`src/rtl/bus_xfer_arbiter_pkg.sv`:
```
// Shared types and helpers for the bus transfer arbiter: FSM state encoding,
// index-width helper and transfer-counter width.
package bus_ctrl_pkg;

  localparam int XFER_CNT_W = 16;

  typedef enum logic [1:0] {
    IDLE    = 2'd0,
    DRIVE   = 2'd1,
    WRITE   = 2'd2,
    RELEASE = 2'd3
  } xfer_state_e;

  // Width of an index able to address n items; never narrower than one bit.
  function automatic int idx_width(input int n);
    return (n <= 2) ? 1 : $clog2(n);
  endfunction

endpackage

```
`src/rtl/bus_xfer_arbiter_if.sv`:
```
// Requester/register-bank side signals of the bus transfer arbiter.
// master: requesters and register bank; slave: the arbiter itself.
interface bus_xfer_arbiter_if import bus_ctrl_pkg::*; #(
  parameter int NUM_REQ = 4,
  parameter int NUM_REG = 4,
  parameter int IDX_W   = idx_width(NUM_REG)
) ();

  logic [NUM_REQ-1:0]       req;
  logic [NUM_REQ*IDX_W-1:0] req_src;
  logic [NUM_REQ*IDX_W-1:0] req_dst;
  logic [NUM_REQ-1:0]       grant;
  logic [NUM_REQ-1:0]       done;
  logic                     err;
  logic [NUM_REG-1:0]       rd_en;
  logic [NUM_REG-1:0]       wr_en;
  logic                     busy;
  logic [XFER_CNT_W-1:0]    xfer_cnt;

  modport master (
    output req, req_src, req_dst,
    input  grant, done, err, rd_en, wr_en, busy, xfer_cnt
  );

  modport slave (
    input  req, req_src, req_dst,
    output grant, done, err, rd_en, wr_en, busy, xfer_cnt
  );

endinterface

```
`src/rtl/bus_xfer_arbiter_rr.sv`:
```
// Combinational round-robin pick: first set req bit at or after rr_ptr, wrapping.
module rr_arbiter import bus_ctrl_pkg::*; #(
  parameter int NUM_REQ = 4,
  parameter int PTR_W   = idx_width(NUM_REQ)
) (
  input  logic [NUM_REQ-1:0] req,
  input  logic [PTR_W-1:0]   rr_ptr,
  output logic [NUM_REQ-1:0] win,
  output logic [PTR_W-1:0]   win_idx,
  output logic               any
);

  always_comb begin
    logic [PTR_W-1:0] pos;
    pos     = '0;
    win     = '0;
    win_idx = '0;
    any     = |req;
    // Walk from farthest to nearest so the nearest candidate is written last.
    for (int k = NUM_REQ - 1; k >= 0; k--) begin
      pos = PTR_W'((32'(rr_ptr) + 32'(k)) % NUM_REQ);
      if (req[pos]) begin
        win      = '0;
        win[pos] = 1'b1;
        win_idx  = pos;
      end
    end
  end

endmodule

```
`src/rtl/bus_xfer_arbiter.sv`:
```
// Round-robin arbiter sequencing register-to-register moves on a shared bus.
// Optional transfer counter enabled by defining XFER_CNT_EN.
module bus_xfer_arbiter import bus_ctrl_pkg::*; #(
  parameter int NUM_REQ = 4,
  parameter int NUM_REG = 4,
  parameter int IDX_W   = idx_width(NUM_REG)
) (
  input logic               clk,
  input logic               clr_n,
  bus_xfer_arbiter_if.slave bus
);

  localparam int PTR_W = idx_width(NUM_REQ);

  xfer_state_e          state_q, state_nxt;
  logic [PTR_W-1:0]     rr_ptr_q, rr_ptr_nxt;
  logic [NUM_REQ-1:0]   own_q, own_nxt;
  logic                 rej_q, rej_nxt;
  logic [IDX_W-1:0]     src_q, src_nxt, dst_q, dst_nxt;

  logic [NUM_REQ-1:0]   win;
  logic [PTR_W-1:0]     win_idx;
  logic                 win_any;
  logic [IDX_W-1:0]     win_src, win_dst;
  logic                 win_rej;

  logic [NUM_REQ-1:0]   grant_d, done_d, grant_q, done_q;
  logic [NUM_REG-1:0]   rd_d, wr_d, rd_q, wr_q;
  logic                 err_d, busy_d, err_q, busy_q;

  function automatic logic [NUM_REG-1:0] reg_dec(input logic [IDX_W-1:0] idx);
    reg_dec = '0;
    for (int i = 0; i < NUM_REG; i++) begin
      if (idx == IDX_W'(i)) reg_dec[i] = 1'b1;
    end
  endfunction

  rr_arbiter #(.NUM_REQ(NUM_REQ), .PTR_W(PTR_W)) u_rr (
    .req     (bus.req),
    .rr_ptr  (rr_ptr_q),
    .win     (win),
    .win_idx (win_idx),
    .any     (win_any)
  );

  always_comb begin
    win_src = '0;
    win_dst = '0;
    for (int i = 0; i < NUM_REQ; i++) begin
      if (win[i]) begin
        win_src = bus.req_src[i*IDX_W +: IDX_W];
        win_dst = bus.req_dst[i*IDX_W +: IDX_W];
      end
    end
    win_rej = (win_src == win_dst) ||
              (32'(win_src) >= 32'(NUM_REG)) ||
              (32'(win_dst) >= 32'(NUM_REG));
  end

  // State register and control latches
  always_ff @(posedge clk or negedge clr_n) begin
    if (!clr_n) begin
      state_q  <= IDLE;
      rr_ptr_q <= '0;
      own_q    <= '0;
      rej_q    <= 1'b0;
    end else begin
      state_q  <= state_nxt;
      rr_ptr_q <= rr_ptr_nxt;
      own_q    <= own_nxt;
      rej_q    <= rej_nxt;
    end
  end

  always_ff @(posedge clk) begin
    src_q <= src_nxt;
    dst_q <= dst_nxt;
  end

  // Next-state and latched-transfer logic
  always_comb begin
    state_nxt  = state_q;
    rr_ptr_nxt = rr_ptr_q;
    own_nxt    = own_q;
    rej_nxt    = rej_q;
    src_nxt    = src_q;
    dst_nxt    = dst_q;
    case (state_q)
      IDLE: begin
        if (win_any) begin
          state_nxt  = win_rej ? RELEASE : DRIVE;
          rr_ptr_nxt = (win_idx == PTR_W'(NUM_REQ - 1)) ? '0 : win_idx + 1'b1;
          own_nxt    = win;
          rej_nxt    = win_rej;
          src_nxt    = win_src;
          dst_nxt    = win_dst;
        end
      end
      DRIVE:   state_nxt = WRITE;
      WRITE:   state_nxt = RELEASE;
      RELEASE: state_nxt = IDLE;
      default: state_nxt = IDLE;
    endcase
  end

  // Outputs decoded from the upcoming state so they can be registered
  always_comb begin
    grant_d = '0;
    done_d  = '0;
    err_d   = 1'b0;
    rd_d    = '0;
    wr_d    = '0;
    busy_d  = (state_nxt != IDLE);
    case (state_nxt)
      DRIVE: begin
        grant_d = own_nxt;
        rd_d    = reg_dec(src_nxt);
      end
      WRITE: begin
        grant_d = own_nxt;
        rd_d    = reg_dec(src_nxt);
        wr_d    = reg_dec(dst_nxt);
      end
      RELEASE: begin
        grant_d = own_nxt;
        done_d  = own_nxt;
        err_d   = rej_nxt;
      end
      default: ;
    endcase
  end

  always_ff @(posedge clk or negedge clr_n) begin
    if (!clr_n) begin
      grant_q <= '0;
      done_q  <= '0;
      err_q   <= 1'b0;
      rd_q    <= '0;
      wr_q    <= '0;
      busy_q  <= 1'b0;
    end else begin
      grant_q <= grant_d;
      done_q  <= done_d;
      err_q   <= err_d;
      rd_q    <= rd_d;
      wr_q    <= wr_d;
      busy_q  <= busy_d;
    end
  end

  assign bus.grant = grant_q;
  assign bus.done  = done_q;
  assign bus.err   = err_q;
  assign bus.rd_en = rd_q;
  assign bus.wr_en = wr_q;
  assign bus.busy  = busy_q;

`ifdef XFER_CNT_EN
  logic [XFER_CNT_W-1:0] cnt_q;

  // Counts completed moves only; saturates instead of wrapping.
  always_ff @(posedge clk or negedge clr_n) begin
    if (!clr_n) begin
      cnt_q <= '0;
    end else if (state_q == RELEASE && !rej_q && cnt_q != '1) begin
      cnt_q <= cnt_q + 1'b1;
    end
  end

  assign bus.xfer_cnt = cnt_q;
`else
  assign bus.xfer_cnt = '0;
`endif

endmodule

```
`src/flat_wrapper.sv`:
```
// flat-port wrapper written by rule: the top's interface ports become plain ports
module bus_xfer_arbiter_flat import bus_ctrl_pkg::*;
#(
  parameter int NUM_REQ = 4,
  parameter int NUM_REG = 4,
  parameter int IDX_W   = idx_width(NUM_REG)
)
  (clk, clr_n, bus_req, bus_req_src, bus_req_dst, bus_grant, bus_done, bus_err, bus_rd_en, bus_wr_en, bus_busy, bus_xfer_cnt);
  bus_xfer_arbiter_if #(.NUM_REQ(NUM_REQ), .NUM_REG(NUM_REG), .IDX_W(IDX_W)) bus_i ();
  input logic clk;
  input logic clr_n;
  input wire logic [$bits(bus_i.req)-1:0] bus_req;
  input wire logic [$bits(bus_i.req_src)-1:0] bus_req_src;
  input wire logic [$bits(bus_i.req_dst)-1:0] bus_req_dst;
  output wire logic [$bits(bus_i.grant)-1:0] bus_grant;
  output wire logic [$bits(bus_i.done)-1:0] bus_done;
  output wire logic [$bits(bus_i.err)-1:0] bus_err;
  output wire logic [$bits(bus_i.rd_en)-1:0] bus_rd_en;
  output wire logic [$bits(bus_i.wr_en)-1:0] bus_wr_en;
  output wire logic [$bits(bus_i.busy)-1:0] bus_busy;
  output wire logic [$bits(bus_i.xfer_cnt)-1:0] bus_xfer_cnt;
  assign bus_i.req = bus_req;
  assign bus_i.req_src = bus_req_src;
  assign bus_i.req_dst = bus_req_dst;
  assign bus_grant = bus_i.grant;
  assign bus_done = bus_i.done;
  assign bus_err = bus_i.err;
  assign bus_rd_en = bus_i.rd_en;
  assign bus_wr_en = bus_i.wr_en;
  assign bus_busy = bus_i.busy;
  assign bus_xfer_cnt = bus_i.xfer_cnt;
  bus_xfer_arbiter #(.NUM_REQ(NUM_REQ), .NUM_REG(NUM_REG), .IDX_W(IDX_W)) u_core (.clk(clk), .clr_n(clr_n), .bus(bus_i));
endmodule
```
`config.mk`:
```
export PLATFORM = sky130hd
export DESIGN_NAME = bus_xfer_arbiter_flat
export DESIGN_NICKNAME = d
export VERILOG_FILES = /design/src/rtl/bus_xfer_arbiter_pkg.sv /design/src/rtl/bus_xfer_arbiter_if.sv /design/src/rtl/bus_xfer_arbiter_rr.sv /design/src/rtl/bus_xfer_arbiter.sv /design/src/flat_wrapper.sv
export SDC_FILE = /design/constraint.sdc
export NUM_CORES = 1
export LEC_CHECK = 0
export ABC_AREA = 0
export CORE_MARGIN = 1.5
export CORE_UTILIZATION = 53
export DETAILED_ROUTE_END_ITERATION = 6
export HOLD_SLACK_MARGIN = 0.03
export PLACE_DENSITY = 0.95
export SLEW_MARGIN = 10
export SYNTH_ARGS = -nofsm -noshare
export SYNTH_HDL_FRONTEND = slang
export SYNTH_SLANG_ARGS = --single-unit
```
`constraint.sdc`:
```
create_clock -name clk -period 6.37 [get_ports clk]
set_input_delay 1.274 -clock clk [delete_from_list [all_inputs] [get_ports clk]]
set_output_delay 1.274 -clock clk [all_outputs]
set_load 0.1 [all_outputs]
```
==> impl_results.md, run 1 <==
* Relative slew slack at 34.3%
* Iter 0 DRT Violations at roughly 210
* DR WL/cell at 15.0 µm
* TritonRoute pass-1 iters at 4
* Fmax at 203 MHz
* Hold WC Path Type: reg -> reg
* Clock Latency Late Sink at around 0.28 ns
* Fin. Hold Viols at 0
* Fraction of registers with async set/reset at between 80% and 90%
* Post-CTS Setup Bufs at 0
* Antenna violations before repair at 0
* Vias in the first global route at ~1600
* Layout net count at 298
* GR Overflow Total at 0
* Clock Skew at 0.00531 ns
* CTS H-tree lvls at 2
* Via Count at roughly 1700
* CTS max path bufs at 2
* Post_cts resized at 0
* Largest net degree at the start of global routing at 28
* Post-synthesis register bit count at 31
* Layout cells sized above 1 at 7.22%
* Final min period at 4.94 ns
* Final worst path period share at 77.5%
* Root buffer cell: clkbuf_8
* Kind of critical path: in -> reg
* Hpwl dp at 3290 µm
* Synthesized area at roughly 2100 µm²
* CTS tree: built
* Slew @ Worst Pin at between 0.9 and 1 ns
* Setup crit end kind: flip-flop
* CTS Buf Count at 5
* Die H at 66.5 µm
* Max_cap viols at 0
* Total core area at roughly 3800 µm²
* Routed wire length at about 4700 µm
* Crit-path max FO at 15
* Post-synth EDFFs at 0
* TNS Setup at 0 ns
* Die width at approximately 66 µm
* Slew Limit Fails at 0
* Netlist cell types at 48
* Synth Instances at 228
* Hold buffers post-CTS at 0
* DIE AREA at 4420 µm²
* Layout area overhead at 21.4%
* Clock-pin slew on the worst setup and hold paths at 0.06 ns
* Starting Density at 56.6%
* Via/cell ratio at around 5.6
* # IOs at 56
* # DRC at 0
* Most common flop cell mapped by yosys: dfrtp_1
* ANT nets after route at 0
* CTS sink count at 31
* WP data required at around 6.6 ns
* Avg Cell Area, Syn at 9.36 µm²
* Status: completed
* Antenna diodes at 0
* Global Route Usage Sum at 21.8%
* Synth Warn # at 0
* Worst path arrival time at approximately 5.1 ns
* Site row count at 22
* Global-route wire length before repair at approximately 7200 µm
* Final weighted congestion in routability-driven placement at 0.968
* Critical path launch point type: input pin
* Fillers at 280
* IO Port Bufs at 39
* Setup Viol. Count Final at 0
* RSZ-0062 raised after global routing: no
* Seq/Total Area, Yosys at a little over a third
==> path summary, 6_finish.rpt <==
check                              startpoint            endpoint  slack (ns)  depth (start not counted)
max                                bus_req[2]      u_core.bus.err        1.43                         11
max in group asynchronous               clr_n        u_core.rej_q        4.76                          2
max reg2reg                u_core.rr_ptr_q[0]      u_core.bus.err        1.75                         12
min in group asynchronous               clr_n  u_core.bus.done[0]        1.36                          2
min reg2reg                      u_core.rej_q        u_core.rej_q        0.50                          2
min                              u_core.rej_q        u_core.rej_q        0.50                          2
==> placed cells by master, fill, tap and decap left out, types with 7 or more instances in the layout <==
cell type / n
nor2_1: 16
o21ai_0: 7
conb_1: 16
inv_1: 19
a21oi_1: 7
nor3b_1: 9
dfrtp_1: 27
clkdlybuf4s50_1: 39
ha_1: 14
nand3_1: 7
nand2_1: 21
==> per-stage QoR <==
stage	worst slack (ns)	area [µm²]	hold WS, ns	util (%)	std cells
floorplan	2.35	2190	0.449	-	243
global placement	1.52	2460	0.473	65.2	303
detailed placement	1.22	2460	0.486	65.2	303
CTS	1.53	2590	0.502	68.7	311
global route	1.30	2590	0.534	68.7	311
finish	1.43	2590	0.498	68.7	311
==> cell usage after synthesis, types with 5 or more instances <==
cell | count | area share [%]
nor2b_1 | 5 | 1.5
nand2_1 | 21 | 3.7
o21a_1 | 6 | 2.1
o211a_1 | 6 | 2.8
inv_1 | 19 | 3.3
dfrtp_1 | 27 | 32
a21oi_1 | 7 | 1.6
ha_1 | 14 | 8.2
nor2_1 | 16 | 2.8
nand3_1 | 7 | 1.6
o21ai_0 | 7 | 1.6
buf_4 | 16 | 5.6
nor3b_1 | 9 | 3.2
==> sequential cells by signal, summed over array words and instances (netlist names) <==
name / flops
u_core.state_q: 2
u_core.dst_q: 2
u_core.bus.busy: 1
u_core.bus.err: 1
u_core.rr_ptr_q: 2
u_core.bus.rd_en: 4
u_core.bus.wr_en: 4
u_core.src_q: 2
u_core.bus.grant: 4
u_core.own_q: 4
u_core.bus.done: 4
u_core.rej_q: 1
==> layout make-up <==
| type | count | area (µm²) | share of cell area (%) |
|---|---|---|---|
| clock buffers | 6 | 72.6 | 2.80 |
| clock inverters | 2 | 60.1 | 2.32 |
| inverters | 21 | 78.8 | 3.04 |
| multi-input cells | 163 | 1170 | 45.0 |
| flip-flops and latches | 31 | 756 | 29.2 |
| well taps | 48 | 60.1 | 2.32 |
| repair buffers | 40 | 398 | 15.4 |
==> critical path, cell delays in order <==
cell and delay [ns]:
clkdlybuf4s50_1 0.68, mux4_2 0.65, a2111oi_2 0.42, o22ai_2 0.24, o211a_1 0.25, a211o_1 0.33, xor2_1 0.22, o32ai_1 0.41
ha_1 0.33, nand3_1 0.10, o31ai_1 0.21
==> logic make-up (layout without fill, tap and decap cells) <==
group                      count (synthesis)  after routing  share of synthesized area (%)
DFF                                       31             31                           35.4
muxes                                      6              6                           5.22
and+or+nand+nor                           69             69                           16.5
AOI/OAI and AO/OA                         54             54                           20.2
adders and majority gates                 14             14                           8.21
xor gates and xnor gates                   4              4                           1.64
other                                      1             16                          0.176
buffers and inverters                     49             69                           12.6
==> metal layers <==
layer	global-route usage [%]	vias up	routed length [µm]
met5	0	-	0
met4	10.5	0	117
met3	5.07	14	310
met2	32.1	84	2120
met1	30.2	809	2120
li1	-	827	-
Power of run 1 is left out: the tool's default activity adds up to more than one toggle a clock period on the data nets, which glitch-free logic cannot reach.
==> run 2, diff against run 1 <==
- CORE_UTILIZATION: 53 -> 44
- PLACE_DENSITY: 0.95 -> 0.86
- clock period: 6.37 -> 4.4 ns (I/O delays scaled with it)
==> run 2 against run 1 <==
Cell count increased by 5.8%. Flip-flop and latch count unchanged. Final area up 1.8%. First-iteration DRC count fell by 20%. Routed wire length grew 1.5%. Die area grew 19%. Global-route usage down 2.5 points. Register-to-register slack worse by 1.5 ns. Core utilization is 12 points lower. Via count rose by 1.6%. Critical endpoint unchanged.
==> impl_results.md, run 2 (same netlist as run 1, synthesis figures left out) <==
* CTS H-tree lvls at 2 (unchanged)
* Worst path arrival time at 4.40 ns (was 5.12 ns)
* Crit. path cell count at 14 (was 11)
* FF-to-FF setup slack at 0.28 ns (was 1.75 ns)
* Fin. Hold Viols at 0 (unchanged)
* Post-Place Setup Slack at -0.0334 ns (was 1.22 ns)
* Buf+Inv Stages, Crit Path at 3 (was 1)
* Most frequent cells in the layout: 39 x clkdlybuf4s50_1, 27 x dfrtp_1, 21 x nand2_1 (unchanged)
* Layer with the highest usage: met2 (unchanged)
* CP cell instances: clkdlybuf4s50_1 -> buf_4 -> mux4_2 -> a21oi_1 -> o21ai_1 -> o22ai_2 -> buf_4 -> nand3_1 -> a211o_1 -> xor2_1 -> o32ai_1 -> ha_1 -> nand3_1 -> o31ai_1 (was clkdlybuf4s50_1 -> mux4_2 -> a2111oi_2 -> o22ai_2 -> o211a_1 -> a211o_1 -> xor2_1 -> o32ai_1 -> ha_1 -> nand3_1 -> o31ai_1)
* Layout cells sized above 1 at 10.9% (was 7.22%)
* Via Count at 1761 (was 1734)
* Hold depth at 2 (unchanged)
* # DRC at 0 (unchanged)
* Global-route wire length before repair at 7820 µm (was 7230 µm)
* Vias in the first global route at 1680 (was 1564)
* Met2 Use GR at 30.5% (was 32.1%)
* Setup Viol. Count Final at 0 (unchanged)
* Met1 demand-to-capacity share in global routing at 26.3% (was 30.2%)
* Post-CTS Setup Bufs at 0 (unchanged)
* Routed wire length at 4730 µm (was 4660 µm)
* Kind of critical path: in -> reg (unchanged)
* Crit-path slowest cell: mux4_2 (was clkdlybuf4s50_1)
* Clock Latency Late Sink at 0.29 ns (was 0.28 ns)
* TritonRoute pass-1 iters at 4 (unchanged)
* Crit-path max cell delay at 0.54 ns (was 0.68 ns)
* Die width at 72.7 µm (was 66.5 µm)
* GR Overflow Total at 0 (unchanged)
* Starting Density at 45.5% (was 56.6%)
* CTS sink count at 31 (unchanged)
* Slew @ Worst Pin at 0.988 ns (was 0.983 ns)
* Crit-path max FO at 8 (was 15)
* Site row count at 25 (was 22)
* Commonest non-fill, non-tap cell in the layout: clkdlybuf4s50_1 (unchanged)
* Hold buffers post-CTS at 0 (unchanged)
* Largest net degree at the start of global routing at 23 (was 28)
* Final min period at 4.20 ns
* Cell family with most CP delay: compound AO/OA/AOI/OAI gates (unchanged)
* Layout net count at 310 (was 298)
* Die H at 72.7 µm (was 66.5 µm)
* Via/cell ratio at 5.35 (was 5.58)
* Clock Skew at 0.00862 ns (was 0.00531 ns)
* Post_cts resized at 0 (unchanged)
* IO Port Bufs at 39 (unchanged)
* Layout area overhead at 23.6% (was 21.4%)
* Hpwl dp at 3500 µm (was 3290 µm)
* Hold WC Path Type: reg -> reg (unchanged)
* Hold Path Origin: u_core.rej_q (unchanged)
* Status: completed (unchanged)
* CTS max path bufs at 2 (unchanged)
* Relative slew slack at 34.0% (was 34.3%)
* RSZ-0062 raised after global routing: no (unchanged)
* Antenna violations before repair at 0 (unchanged)
* Worst r2r src: u_core.rr_ptr_q[0] (unchanged)
* DR WL/cell at 14.4 µm (was 15.0 µm)
* R2r worst-path depth at 14 (was 12)
* # IOs at 56 (unchanged)
* Final weighted congestion in routability-driven placement at 0.872 (was 0.968)
* ANT nets after route at 0 (unchanged)
* Clock-pin slew on the worst setup and hold paths at 0.07 ns (was 0.06 ns)
* Final worst path period share at 95.4%
* Max_cap viols at 0 (unchanged)
* DIE AREA at 5280 µm² (was 4420 µm²)
* Fmax at 238 MHz
* Fin worst setup slack at 0.204 ns (was 1.43 ns)
* Slew Limit Fails at 0 (unchanged)
* Setup crit end kind: flip-flop (unchanged)
* Iter 0 DRT Violations at 166 (was 208)
* CTS Buf Count at 5 (unchanged)
* Critical path launch point type: input pin (unchanged)
* Root buffer cell: clkbuf_8 (unchanged)
* Antenna diodes at 0 (unchanged)
* Critical R2R Capture: u_core.bus.err (unchanged)
* Hold EP: u_core.bus.err (was u_core.rej_q)
* WP data required at 4.60 ns (was 6.55 ns)
* Total core area at 4690 µm² (was 3770 µm²)
* Global Route Usage Sum at 19.2% (was 21.8%)
* Met3 Usage GRT at 3.31% (was 5.07%)
* CTS tree: built (unchanged)
==> run 2: through the flow <==
step / util (%) / std cells / hold slack [ns] / cell area (µm²) / setup TNS (ns)
floorplan: - / 243 / 0.449 / 2190 / 0
global placement: 54.5 / 321 / 0.475 / 2560 / 0
detailed placement: 54.5 / 321 / 0.504 / 2560 / -0.0334
CTS: 56.2 / 329 / 0.517 / 2640 / 0
global route: 56.2 / 329 / 0.553 / 2640 / 0
finish: 56.2 / 329 / 0.514 / 2640 / 0
==> run 2: layer usage <==
layer	wire length [µm]	part of all wire, %	vias to the layer above
met5	0	0	-
met4	86	1.8	0
met3	297	6.3	7
met2	2300	48	71
met1	2050	43	834
li1	-	-	849
==> run 2: worst reg2reg max path: cells and delay by family, from the launching register on <==
kind / cells / cell delay (ns)
AOI/OAI and AO/OA: 6 / 1.43
xor gates and xnor gates: 1 / 0.20
buffers and inverters: 2 / 0.41
DFF: 1 / 0.59
muxes: 1 / 0.45
and+or+nand+nor: 2 / 0.18
adders and majority gates: 2 / 0.78
==> run 2: cell type report <==
class,instances,area (µm²)
Sequential cell,31,756
Timing Repair Buffer,52,488
Clock inverter,1,5.00
Fill cell,389,2050
Clock buffer,7,76.3
Inverter,21,78.8
Multi-Input combinational cell,163,1170
Tap cell,54,67.6
==> run 2: worst max-delay path by stage <==
stage                            start              to  slack [ns]
floorplan           u_core.rr_ptr_q[1]  u_core.bus.err        0.38
global placement            bus_req[0]  u_core.bus.err        0.12
detailed placement          bus_req[0]  u_core.bus.err       -0.03
CTS                         bus_req[0]  u_core.bus.err        0.26
global route        u_core.rr_ptr_q[0]  u_core.bus.err        0.07
finish                      bus_req[0]  u_core.bus.err        0.20
Power of run 2 is left out for the same reason.
